<file path="src/rtl/miriscv_boot_ctrl.sv">
// Boot/run sequencer: loads a program image into RAM with the core held in reset,
// then runs the core for a bounded number of cycles and freezes it for inspection.
module miriscv_boot_ctrl #(
  parameter  int RAM_SIZE   = 512,
  parameter  int RST_HOLD   = 2,
  parameter  int RUN_CYCLES = 300,
  localparam int ADDR_W     = $clog2(RAM_SIZE)
) (
  input  logic              clk_i,
  input  logic              rst_n_i,
  input  logic              load_start_i,
  input  logic [ADDR_W:0]   load_len_i,
  input  logic              abort_i,
  input  logic              word_valid_i,
  input  logic [31:0]       word_data_i,
  output logic              word_ready_o,
  output logic              ram_we_o,
  output logic [31:0]       ram_addr_o,
  output logic [31:0]       ram_wdata_o,
  output logic              core_rst_n_o,
  output logic              core_stall_o,
  input  logic              core_halt_i,
  output logic              busy_o,
  output logic              done_o,
  output logic              timeout_o,
  output logic              err_o,
  output logic [31:0]       cycles_o
);

  typedef enum logic [2:0] {
    S_IDLE,
    S_LOAD,
    S_HOLD,
    S_RUN,
    S_DONE
  } state_t;

  localparam logic [ADDR_W:0] LP_MAX_LEN   = (ADDR_W + 1)'(RAM_SIZE);
  localparam logic [31:0]     LP_HOLD_LAST = 32'(RST_HOLD - 1);
  localparam logic [31:0]     LP_RUN_MAX   = 32'(RUN_CYCLES);

  state_t          r_state;
  state_t          w_next;
  logic [ADDR_W:0] r_len;
  logic [ADDR_W:0] r_idx;
  logic [31:0]     r_hold_cnt;
  logic [31:0]     r_cycles;
  logic [31:0]     r_addr;
  logic [31:0]     r_wdata;
  logic            r_we;
  logic            r_core_rst_n;
  logic            r_stall;
  logic            r_busy;
  logic            r_done;
  logic            r_timeout;
  logic            r_err;

  logic            w_hs;
  logic            w_last;
  logic            w_idle_like;
  logic            w_len_ok;
  logic            w_start_ok;
  logic            w_start_bad;

  assign word_ready_o = (r_state == S_LOAD);
  assign w_hs         = word_valid_i & word_ready_o;
  assign w_last       = (r_idx == (r_len - 1'b1));
  assign w_idle_like  = (r_state == S_IDLE) | (r_state == S_DONE);
  assign w_len_ok     = (load_len_i != '0) && (load_len_i <= LP_MAX_LEN);
  assign w_start_ok   = w_idle_like & load_start_i & w_len_ok & ~abort_i;
  assign w_start_bad  = w_idle_like & load_start_i & ~w_len_ok & ~abort_i;

  always_comb begin
    w_next = r_state;
    case (r_state)
      S_IDLE, S_DONE: if (w_start_ok) w_next = S_LOAD;
      S_LOAD:         if (w_hs && w_last) w_next = S_HOLD;
      S_HOLD:         if (r_hold_cnt == LP_HOLD_LAST) w_next = S_RUN;
      S_RUN: begin
        // Halt takes precedence over budget expiry in the same cycle.
        if (core_halt_i)                 w_next = S_DONE;
        else if (r_cycles == LP_RUN_MAX) w_next = S_DONE;
      end
      default:        w_next = S_IDLE;
    endcase
    if (abort_i) w_next = S_IDLE;
  end

  always_ff @(posedge clk_i or negedge rst_n_i) begin
    if (!rst_n_i) r_state <= S_IDLE;
    else          r_state <= w_next;
  end

  always_ff @(posedge clk_i or negedge rst_n_i) begin
    if (!rst_n_i) begin
      r_len      <= '0;
      r_idx      <= '0;
      r_hold_cnt <= '0;
      r_cycles   <= '0;
      r_addr     <= '0;
      r_wdata    <= '0;
      r_we       <= 1'b0;
      r_timeout  <= 1'b0;
      r_err      <= 1'b0;
    end else begin
      r_err <= w_start_bad;
      if (abort_i) begin
        // A word accepted in the abort cycle is dropped; an already-issued write is not recalled.
        r_idx      <= '0;
        r_hold_cnt <= '0;
        r_cycles   <= '0;
        r_timeout  <= 1'b0;
        r_we       <= 1'b0;
      end else begin
        r_we <= w_hs;
        if (w_start_ok) begin
          r_len     <= load_len_i;
          r_idx     <= '0;
          r_cycles  <= '0;
          r_timeout <= 1'b0;
        end
        if (w_hs) begin
          r_addr  <= 32'(r_idx) << 2;
          r_wdata <= word_data_i;
          r_idx   <= r_idx + 1'b1;
        end
        r_hold_cnt <= (r_state == S_HOLD) ? r_hold_cnt + 32'd1 : '0;
        if (w_next == S_RUN) r_cycles <= r_cycles + 32'd1;
        if ((r_state == S_RUN) && (w_next == S_DONE)) r_timeout <= ~core_halt_i;
      end
    end
  end

  // Status and core controls are registered from the next state so they track it exactly.
  always_ff @(posedge clk_i or negedge rst_n_i) begin
    if (!rst_n_i) begin
      r_core_rst_n <= 1'b0;
      r_stall      <= 1'b0;
      r_busy       <= 1'b0;
      r_done       <= 1'b0;
    end else begin
      r_core_rst_n <= (w_next == S_RUN) || (w_next == S_DONE);
      r_stall      <= (w_next == S_DONE);
      r_busy       <= (w_next == S_LOAD) || (w_next == S_HOLD) || (w_next == S_RUN);
      r_done       <= (w_next == S_DONE);
    end
  end

  assign ram_we_o     = r_we;
  assign ram_addr_o   = r_addr;
  assign ram_wdata_o  = r_wdata;
  assign core_rst_n_o = r_core_rst_n;
  assign core_stall_o = r_stall;
  assign busy_o       = r_busy;
  assign done_o       = r_done;
  assign timeout_o    = r_timeout;
  assign err_o        = r_err;
  assign cycles_o     = r_cycles;

endmodule

</file>
<file path="config.mk">
export PLATFORM = sky130hd
export DESIGN_NAME = miriscv_boot_ctrl
export DESIGN_NICKNAME = d
export VERILOG_FILES = /design/src/rtl/miriscv_boot_ctrl.sv
export SDC_FILE = /design/constraint.sdc
export NUM_CORES = 1
export LEC_CHECK = 0
export BUFFER_PORTS_ARGS = -buffer_cell sky130_fd_sc_hd__clkbuf_2
export CAP_MARGIN = 40
export CORE_MARGIN = 1
export CORE_UTILIZATION = 35
export CTS_CLUSTER_DIAMETER = 120
export CTS_CLUSTER_SIZE = 25
export DETAILED_ROUTE_END_ITERATION = 8
export GPL_TIMING_DRIVEN = 0
export SYNTH_ARGS = -nofsm -noshare
export SYNTH_HDL_FRONTEND = slang
export SYNTH_SLANG_ARGS = --single-unit
export TNS_END_PERCENT = 20
</file>
<file path="constraint.sdc">
create_clock -name clk_i -period 3.1 [get_ports clk_i]
set_input_delay 0 -clock clk_i [delete_from_list [all_inputs] [get_ports clk_i]]
set_output_delay 0 -clock clk_i [all_outputs]
set_load 0.05 [all_outputs]
</file>
# Word level (Yosys, flattened, before mapping)
# Index checks and enable logic that the tools add are counted.
[word_totals]
ff_bits = 135
out_inout_bits = 104
[classes]
add_sub_neg = 4
order_cmp = 1
n_eq_ne = 11
muxes = 19
bitwise_logic = 10
n_reduce_logical = 14
[ops]
columns = ["operator", "n"]
rows = [
  ["32-bit two-way mux", 5],
  ["32-bit by 1-bit adder with 32-bit output, second input constant", 2],
  ["32-bit by 1-bit equality test with 1-bit output, second input constant", 1],
  ["32-bit by 9-bit equality test with 1-bit output, second input constant", 1],
  ["10-bit two-way mux", 3],
  ["3-bit two-way mux", 6],
  ["3-bit by 2-bit equality test with 1-bit output, second input constant", 4],
  ["3-bit case mux with 4 select lines", 1],
  ["10-bit by 1-bit adder with 10-bit output, second input constant", 1],
  ["10-bit equality test", 1],
  ["10-bit <= comparator, second input constant", 1],
  ["10-bit nonzero test", 1],
  ["10-bit by 1-bit subtractor with 10-bit output, second input constant", 1],
  ["3-bit nonzero test", 3],
  ["1-bit AND", 6],
  ["3-bit by 1-bit equality test with 1-bit output, second input constant", 2],
  ["3-bit equality test, second input constant", 2],
  ["1-bit two-way mux", 4],
  ["2-bit AND reduction", 2],
  ["1-bit logical AND", 3],
  ["3-bit logical NOT", 1],
  ["1-bit logical OR", 3],
  ["1-bit NOT", 3],
  ["2-bit OR reduction", 1],
  ["1-bit bitwise OR", 1],
]

# Logic depth before layout (Yosys ltp)
# Gate-level depths: netlist of the first run.
[logic_depth]
depth_word = 12
mapped_depth = 10

# Least setup slack after synthesis of the first run
# No wires, ideal clock.
[synth_timing]
kind = "reg-to-reg"
start = "reg r_cycles[0], in the netlist cycles_o[0]"
end = "reg r_cycles[28], in the netlist cycles_o[28]"
setup_ns = 0.151
t_arrival_ns = 2.430
path_slack_ns = 0.519
stages_incl_launch_ff = 10
n_path_buf = 1
cell_sequence = "dfrtp_1 > inv_1 > ha_1 > nor4b_1 > nand4_1 > o21bai_1 > a211o_1 > buf_2 > or4_4 > mux2i_1"
[synth_via]
elab_chain_cells = 8
[synth_lines]
columns = ["element", "line_no", "rtl"]
rows = [
  ["from (decl)", "47", "logic [31:0] r_cycles;"],
  ["from (signal assigned)", "128", "if (w_next == S_RUN) r_cycles <= r_cycles + 32'd1;"],
  ["32-bit by 9-bit equality test with 1-bit output", "82", "else if (r_cycles == LP_RUN_MAX) w_next = S_DONE;"],
  ["3-bit two-way mux", "82", ""],
  ["3-bit two-way mux", "81", "if (core_halt_i) w_next = S_DONE;"],
  ["3-bit case mux with 4 select lines", "75", "case (r_state)"],
  ["3-bit two-way mux", "86", "if (abort_i) w_next = S_IDLE;"],
  ["3-bit by 2-bit equality test with 1-bit output", "128", ""],
  ["32-bit two-way mux", "128", ""],
  ["32-bit two-way mux", "107", "if (abort_i) begin"],
]
# Parallel ways exist; a longest one is shown, timed or not.
# A chain may end at the register's enable or synchronous reset.

# Worst setup path after layout of the first run
[layout_timing]
start = "reg r_cycles[16], in the netlist cycles_o[16]"
end = "reg r_cycles[22], in the netlist cycles_o[22]"
# The elaborated chain is that of the path after synthesis.

==> summary.txt, run 1 <==
Status
  – Status: finished clean

Critical path
  – WP data arrival: 3.05 ns
  – Critical path peak fanout: 10
  – CP Launch Point: cycles_o[16]
  – Largest stage delay, worst path: 0.37 ns
  – Critical Path Sink: cycles_o[22]
  – Cell mode on critical path: buf_2
  – CP Cell Sequence: buf_2, nor4_1, nand4_1, o21bai_1, a211o_1, buf_2, buf_2, nor3_1, a221o_1
  – CP Class: flip-flop to flip-flop
  – CP required: 3.41 ns
  – Crit Reg-Reg Endpoint: cycles_o[22]
  – Reg2reg setup slack: 0.36 ns
  – Nature of the critical path endpoint: flip-flop
  – CP startpoint kind: flip-flop
  – Reg2reg path depth: 9
  – Worst r2r src: cycles_o[16]
  – CP max-delay cell: dfrtp_1

Global routing
  – GRT overflow: 0
  – Met1 GRT Util: 0.243
  – Initial antenna violation count: 0
  – Tot GR Track Use: 0.186
  – Global-route wire length before repair: 29200 um
  – Layer with the highest usage: met2
  – Largest net degree at the start of global routing: 79
  – M3 GR Usage: 0.0376
  – Met2 Track Usage GR: 0.309
  – Vias in the first global route: 5729

Placed design
  – Placer Congestion: 0.862
  – Port Buffers: 129
  – Post-place setup slack: 0.381 ns
  – Final HPWL DP: 12300 um

Routing
  – Initial DRC count: 301
  – Final ANT Viol Nets: 0
  – Routed wire per std cell: 14.4 um
  – Via-per-instance ratio: 4.85
  – Final wirelength: 18100 um
  – DRT Pass-1 Iters: 5
  – Vias: 6072
  – Drt drc: 0

Flow run
  – MaxCap Viol Count: 0

Yosys
  – Mapped Area: 6930 um2
  – Asr flop ratio synth: 1.00
  – EDFF count, synth: 0
  – Syn Inst Count: 755
  – Top area cells in the synthesized netlist: dfrtp_1, nand2_1, xor2_1
  – Sequential share of the synthesized area: 0.488
  – Primary FF master, synth: dfrtp_1
  – Synthesized area per cell: 9.18 um2
  – Flops & latches, synth: 135
  – Most frequent cell after synthesis: nand2_1
  – Area share of the largest cell type after synthesis: 0.488
  – Synth cell types: 60
  – Top post-synthesis cells by count: nand2_1, dfrtp_1, nor2_1
  – Synth area leader: dfrtp_1
  – Ys Warns: 0

Floorplan
  – Die Area: 20400 um2
  – Core Region: 19500 um2
  – Die Ht: 143 um
  – Die W: 143 um
  – Cell row count: 51
  – Ports: 152
  – Starting Density: 0.356

Timing
  – Final hold viol count: 0
  – Max_slew headroom: 0.570
  – Final setup violating endpoints: 0
  – Crit path time final: 2.74 ns
  – PnR worst setup slack: 0.362 ns
  – Unrepaired setup endpoints after global routing: no
  – Worst Skew: 0.0120 ns
  – FMAX: 365 MHz
  – Slew Limit Fails: 0
  – Final period utilization: 0.883
  – Tightest Pin Transition: 0.645 ns

Power
  – Worst vdd ir: 0.000346 V
  – Pleak: 0.00440 uW
  – PwrDens: 550 nW/um2

Clock network
  – Cts bufs inserted: 17
  – Clk_lat worst skew: 0.42 ns
  – PostCTS Resize Cnt: 0
  – Clock sinks: 135
  – CTS tree: built
  – Total setup buffers inserted after CTS: 0
  – Clk buf depth: 2
  – Reg clk slew, reported paths: 0.06 ns
  – Total number of H-tree levels: 4
  – Hold-fix buffers, CTS: 48
  – Root Driver: clkbuf_16

Cells and area
  – # nets final: 1027
  – Fin util: 0.466
  – Layout overhead on the synthesized area: 31.0%
  – N_diodes: 0
  – Share of post-route cells with drive strength above 1: 0.223

Hold path
  – Hold WC Path Type: input port to flip-flop
[how the worst min path moves through the flow]
stage,start,endpoint,slack [ns],cells after the start
floorplan,rst_n_i,busy_o,-0.30,0
global placement,word_data_i[7],ram_wdata_o[7],0.19,3
detailed placement,rst_n_i,r_len[2],0.02,1
CTS,abort_i,r_hold_cnt[11],0.08,3
global route,abort_i,cycles_o[21],0.12,4
finish,abort_i,r_hold_cnt[11],0.07,3
[critical path, delay by kind of cell, from the launching register on]
kind / cells / cell delay [ns]
flops: 1 / 0.37
simple gates: 3 / 0.65
compound gates: 3 / 0.85
buf+inv: 3 / 0.76
[logic make-up after synthesis]
logic type,Yosys count,share of synthesized area
buf+inv,65,0.0513
mux,25,0.0374
flops,135,0.488
fa+ha+maj,6,0.0108
compound gates,74,0.0748
simple gates,407,0.284
xor+xnor,42,0.0531
other cells,1,0.000541
[cells in the final DEF, fill, tap and decap left out, drive strengths merged, types with 12 or more instances in the layout]
cell type / count
mux2i: 18
dfrtp: 135
nand3: 29
clkbuf: 165
nand4: 24
and3: 14
nand2: 190
o21ai: 23
xor2: 34
nor3: 20
buf: 39
conb: 22
nor2: 57
dlygate4sd3: 48
and4: 12
nor4: 15
[flip-flops by register name, summed over array words and instances (netlist names)]
signal and cells:
done_o 1, core_rst_n_o 1, err_o 1, timeout_o 1, ram_addr_o 10, busy_o 1, r_idx 10, ram_we_o 1
r_hold_cnt 32, r_len 10, cycles_o 32, ram_wdata_o 32, r_state 3
[routing by layer]
layer / wire (um) / vias to the layer above
met5: 0 / -
met4: 148 / 0
met3: 726 / 14
met2: 8750 / 148
met1: 8440 / 2894
li1: - / 3016
[layout make-up]
cell class,instances,area (um2)
repair buffers,178,1160
multi-input cells,576,3270
plain buffers,55,318
fillers,1875,10400
well taps,265,332
clock buffers,19,443
flip-flops and latches,135,3380
inverters,10,37.5
clock inverters,13,130
[per-stage QoR]
step	instances	instance area (um2)	power, uW	setup TNS, ns	hold slack (ns)
2_1_floorplan	776	7010	2720	0	-0.296
3_3_place_gp	1170	7980	2980	-50.67	0.192
3_5_place_dp	1171	8020	2990	0	0.0242
4_1_cts	1251	9070	5030	0	0.0778
5_1_grt	1251	9070	5210	0	0.116
6_report	1251	9070	4990	0	0.0687
[power breakdown]
| group | internal (uW) | switching, uW | leakage [uW] | total [uW] |
|---|---|---|---|---|
| clock | 1200 | 785 | 0.000279 | 1980 |
| combinational | 272 | 731 | 0.00229 | 1000 |
| sequential | 1900 | 99.6 | 0.00182 | 2000 |
| total | 3370 | 1620 | 0.00440 | 4990 |
No activity file was read; power rests on OpenSTA's default activity.
==> run 2: changes to the inputs <==
Settings changed: ABC_CLOCK_PERIOD_IN_PS set to 3100, CORE_UTILIZATION 35 to 30.
==> run 2 against run 1 <==
First-iteration DRC count fell by 2.3%. Global-route usage is 2.5 points lower. Design area increased by 0.37%. Clock skew decreased by 0.0039 ns. Sequential share of layout area decreased by 0.14 points. Sequential power hardly changed. Critical path type unchanged.
==> summary.txt, run 2 (synthesized netlist as in run 1, its figures left out) <==
Placed design
  – Placer Congestion: 0.851 (-1.3%)
  – Port Buffers: 129 (unchanged)
  – Final HPWL DP: 12700 um (+2.9%)
  – DP Cell Count: 1191 (+1.7%)
  – Post-place setup slack: 0.328 ns (-0.0536 ns)

Timing
  – Hold WS: 0.0827 ns (+0.0141 ns)
  – Slew Limit Fails: 0 (unchanged)
  – Final setup TNS: 0 ns (unchanged)
  – Unrepaired setup endpoints after global routing: no
  – FMAX: 352 MHz (-3.5%)
  – Final hold viol count: 0 (unchanged)
  – Worst Skew: 0.00810 ns (-0.00389 ns)
  – Crit path time final: 2.84 ns (+0.100 ns)
  – PnR worst setup slack: 0.262 ns (-0.100 ns)
  – Tightest Pin Transition: 0.618 ns (-0.0265 ns)
  – Final period utilization: 0.916 (+0.0323)
  – Final setup violating endpoints: 0 (unchanged)
  – Max_slew headroom: 0.588 (+0.0176)

Clock network
  – CTS tree: built
  – Total number of H-tree levels: 4 (unchanged)
  – Clk buf depth: 2 (unchanged)
  – Clk_lat worst skew: 0.42 ns (about the same)
  – Cts bufs inserted: 17 (unchanged)
  – Root Driver: clkbuf_16
  – Clock sinks: 135 (unchanged)
  – Hold-fix buffers, CTS: 48 (unchanged)
  – Reg clk slew, reported paths: 0.06 ns (about the same)
  – PostCTS Resize Cnt: 0 (unchanged)
  – Total setup buffers inserted after CTS: 0 (unchanged)

Cells and area
  – Finished Layout Cells: 1271 (+1.6%)
  – Most frequent cells in the layout: nand2_1, dfrtp_1, clkbuf_2
  – Most common cell after layout, fill and taps aside: nand2_1
  – Share of post-route cells with drive strength above 1: 0.223 (unchanged)
  – Layout overhead on the synthesized area: 31.5%
  – # nets final: 1027 (unchanged)
  – N_diodes: 0 (unchanged)

Routing
  – Via-per-instance ratio: 4.79 (-1.3%)
  – Initial DRC count: 294 (-2.3%)
  – Routed wire per std cell: 14.3 um (-0.77%)
  – Final ANT Viol Nets: 0 (unchanged)
  – DRT Pass-1 Iters: 5 (unchanged)
  – Vias: 6088 (+0.26%)
  – Drt drc: 0 (unchanged)
  – Final wirelength: 18200 um (+0.82%)

Critical path
  – Critical path peak fanout: 10 (unchanged)
  – CP required: 3.40 ns (about the same)
  – CP Launch Point: cycles_o[0]
  – CP Cell Sequence: inv_1, ha_1, nor4b_1, nand4_1, o21bai_1, a211o_1, buf_2, buf_2, nor3_1, a221o_1
  – Worst r2r src: cycles_o[0]
  – Cell mode on critical path: buf_2
  – WP data arrival: 3.14 ns (+0.09 ns)
  – CP startpoint kind: flip-flop
  – CP Class: flip-flop to flip-flop
  – CP max-delay cell: dfrtp_1
  – Largest stage delay, worst path: 0.44 ns (+0.07 ns)
  – Nature of the critical path endpoint: flip-flop

Floorplan
  – Core Region: 22600 um2 (+16%)
  – Die Ht: 154 um (+7.9%)
  – Die Area: 23700 um2 (+16%)
  – Starting Density: 0.306 (-0.0500)
  – Die W: 154 um (+7.9%)
  – Ports: 152 (unchanged)
  – Cell row count: 55 (+7.8%)

Global routing
  – Global-route wire length before repair: 30300 um (+3.6%)
  – Largest net degree at the start of global routing: 88 (+11%)
  – GRT overflow: 0 (unchanged)
  – Tot GR Track Use: 0.161 (-0.0252)
  – Vias in the first global route: 5972 (+4.2%)
  – Initial antenna violation count: 0 (unchanged)

Power
  – Worst vdd ir: 0.000303 V (-13%)
  – NetSw: 1640 uW (+1.7%)
  – Internal: 3360 uW (-0.27%)
  – Sequential power share: 0.399 (-0.002)
  – Sw Share: 0.328 (+0.00427)
  – Total power: 5010 uW (+0.37%)
  – Pleak: 0.00439 uW (-0.13%)
  – Clock share of power: 0.400 (+0.003)
  – Combinational fraction of design power: 0.201 (about the same)
  – PwrDens: 550 nW/um2 (about the same)

Flow run
  – MaxCap Viol Count: 0 (unchanged)

Status
  – Status: finished clean

Hold path
  – Hold WC Path Type: input port to flip-flop
  – Hold Startpoint: abort_i
run 2: cell type report:
class	count	area (um2)
multi-input combinational	576	3270
clock buffer	18	429
sequential	135	3380
clock inverter	14	153
buffer	55	318
inverter	10	37.5
tap	285	357
timing repair buffer	178	1160
fill	2287	13500
run 2: metal layers:
layer | GRT usage | vias up | wire length [um] | share of wire
met2 | 0.262 | 155 | 8610 | 0.47
li1 | - | 3013 | - | -
met3 | 0.0330 | 24 | 632 | 0.035
met4 | 0.0529 | 0 | 308 | 0.017
met1 | 0.213 | 2896 | 8660 | 0.48
met5 | 0 | - | 0 | 0
run 2: power by group through the flow:
stage / combinational [uW] / sequential, uW / clock, uW
finish: 1010 / 2000 / 2000
global route: 1080 / 2020 / 2130
global placement: 949 / 2030 / 0
detailed placement: 965 / 2030 / 0
floorplan: 304 / 2420 / 0
CTS: 1010 / 2000 / 2060
run 2: worst max-delay path, delay by kind of cell, from the launching register on:
kind	cells	cell delay [ns]
compound gates	3	0.81
simple gates	3	0.68
buf+inv	3	0.65
flops	1	0.44
fa+ha+maj	1	0.14
run 2: metrics by stage:
stage | utilization | area (um2)
floorplan | - | 7010
global placement | 0.354 | 8010
detailed placement | 0.355 | 8050
CTS | 0.402 | 9110
global route | 0.402 | 9110
finish | 0.402 | 9110
run 2: final timing paths:
kind	slack, ns	cells past startpoint	to
worst max-delay path	0.26	10	cycles_o[24]
worst min-delay path	0.08	3	r_hold_cnt[16]
worst max register to register	0.26	10	cycles_o[24]
worst min register to register	0.47	2	ram_wdata_o[7]
max in group asynchronous	2.21	3	ram_wdata_o[19]
min in group asynchronous	0.11	2	r_len[6]
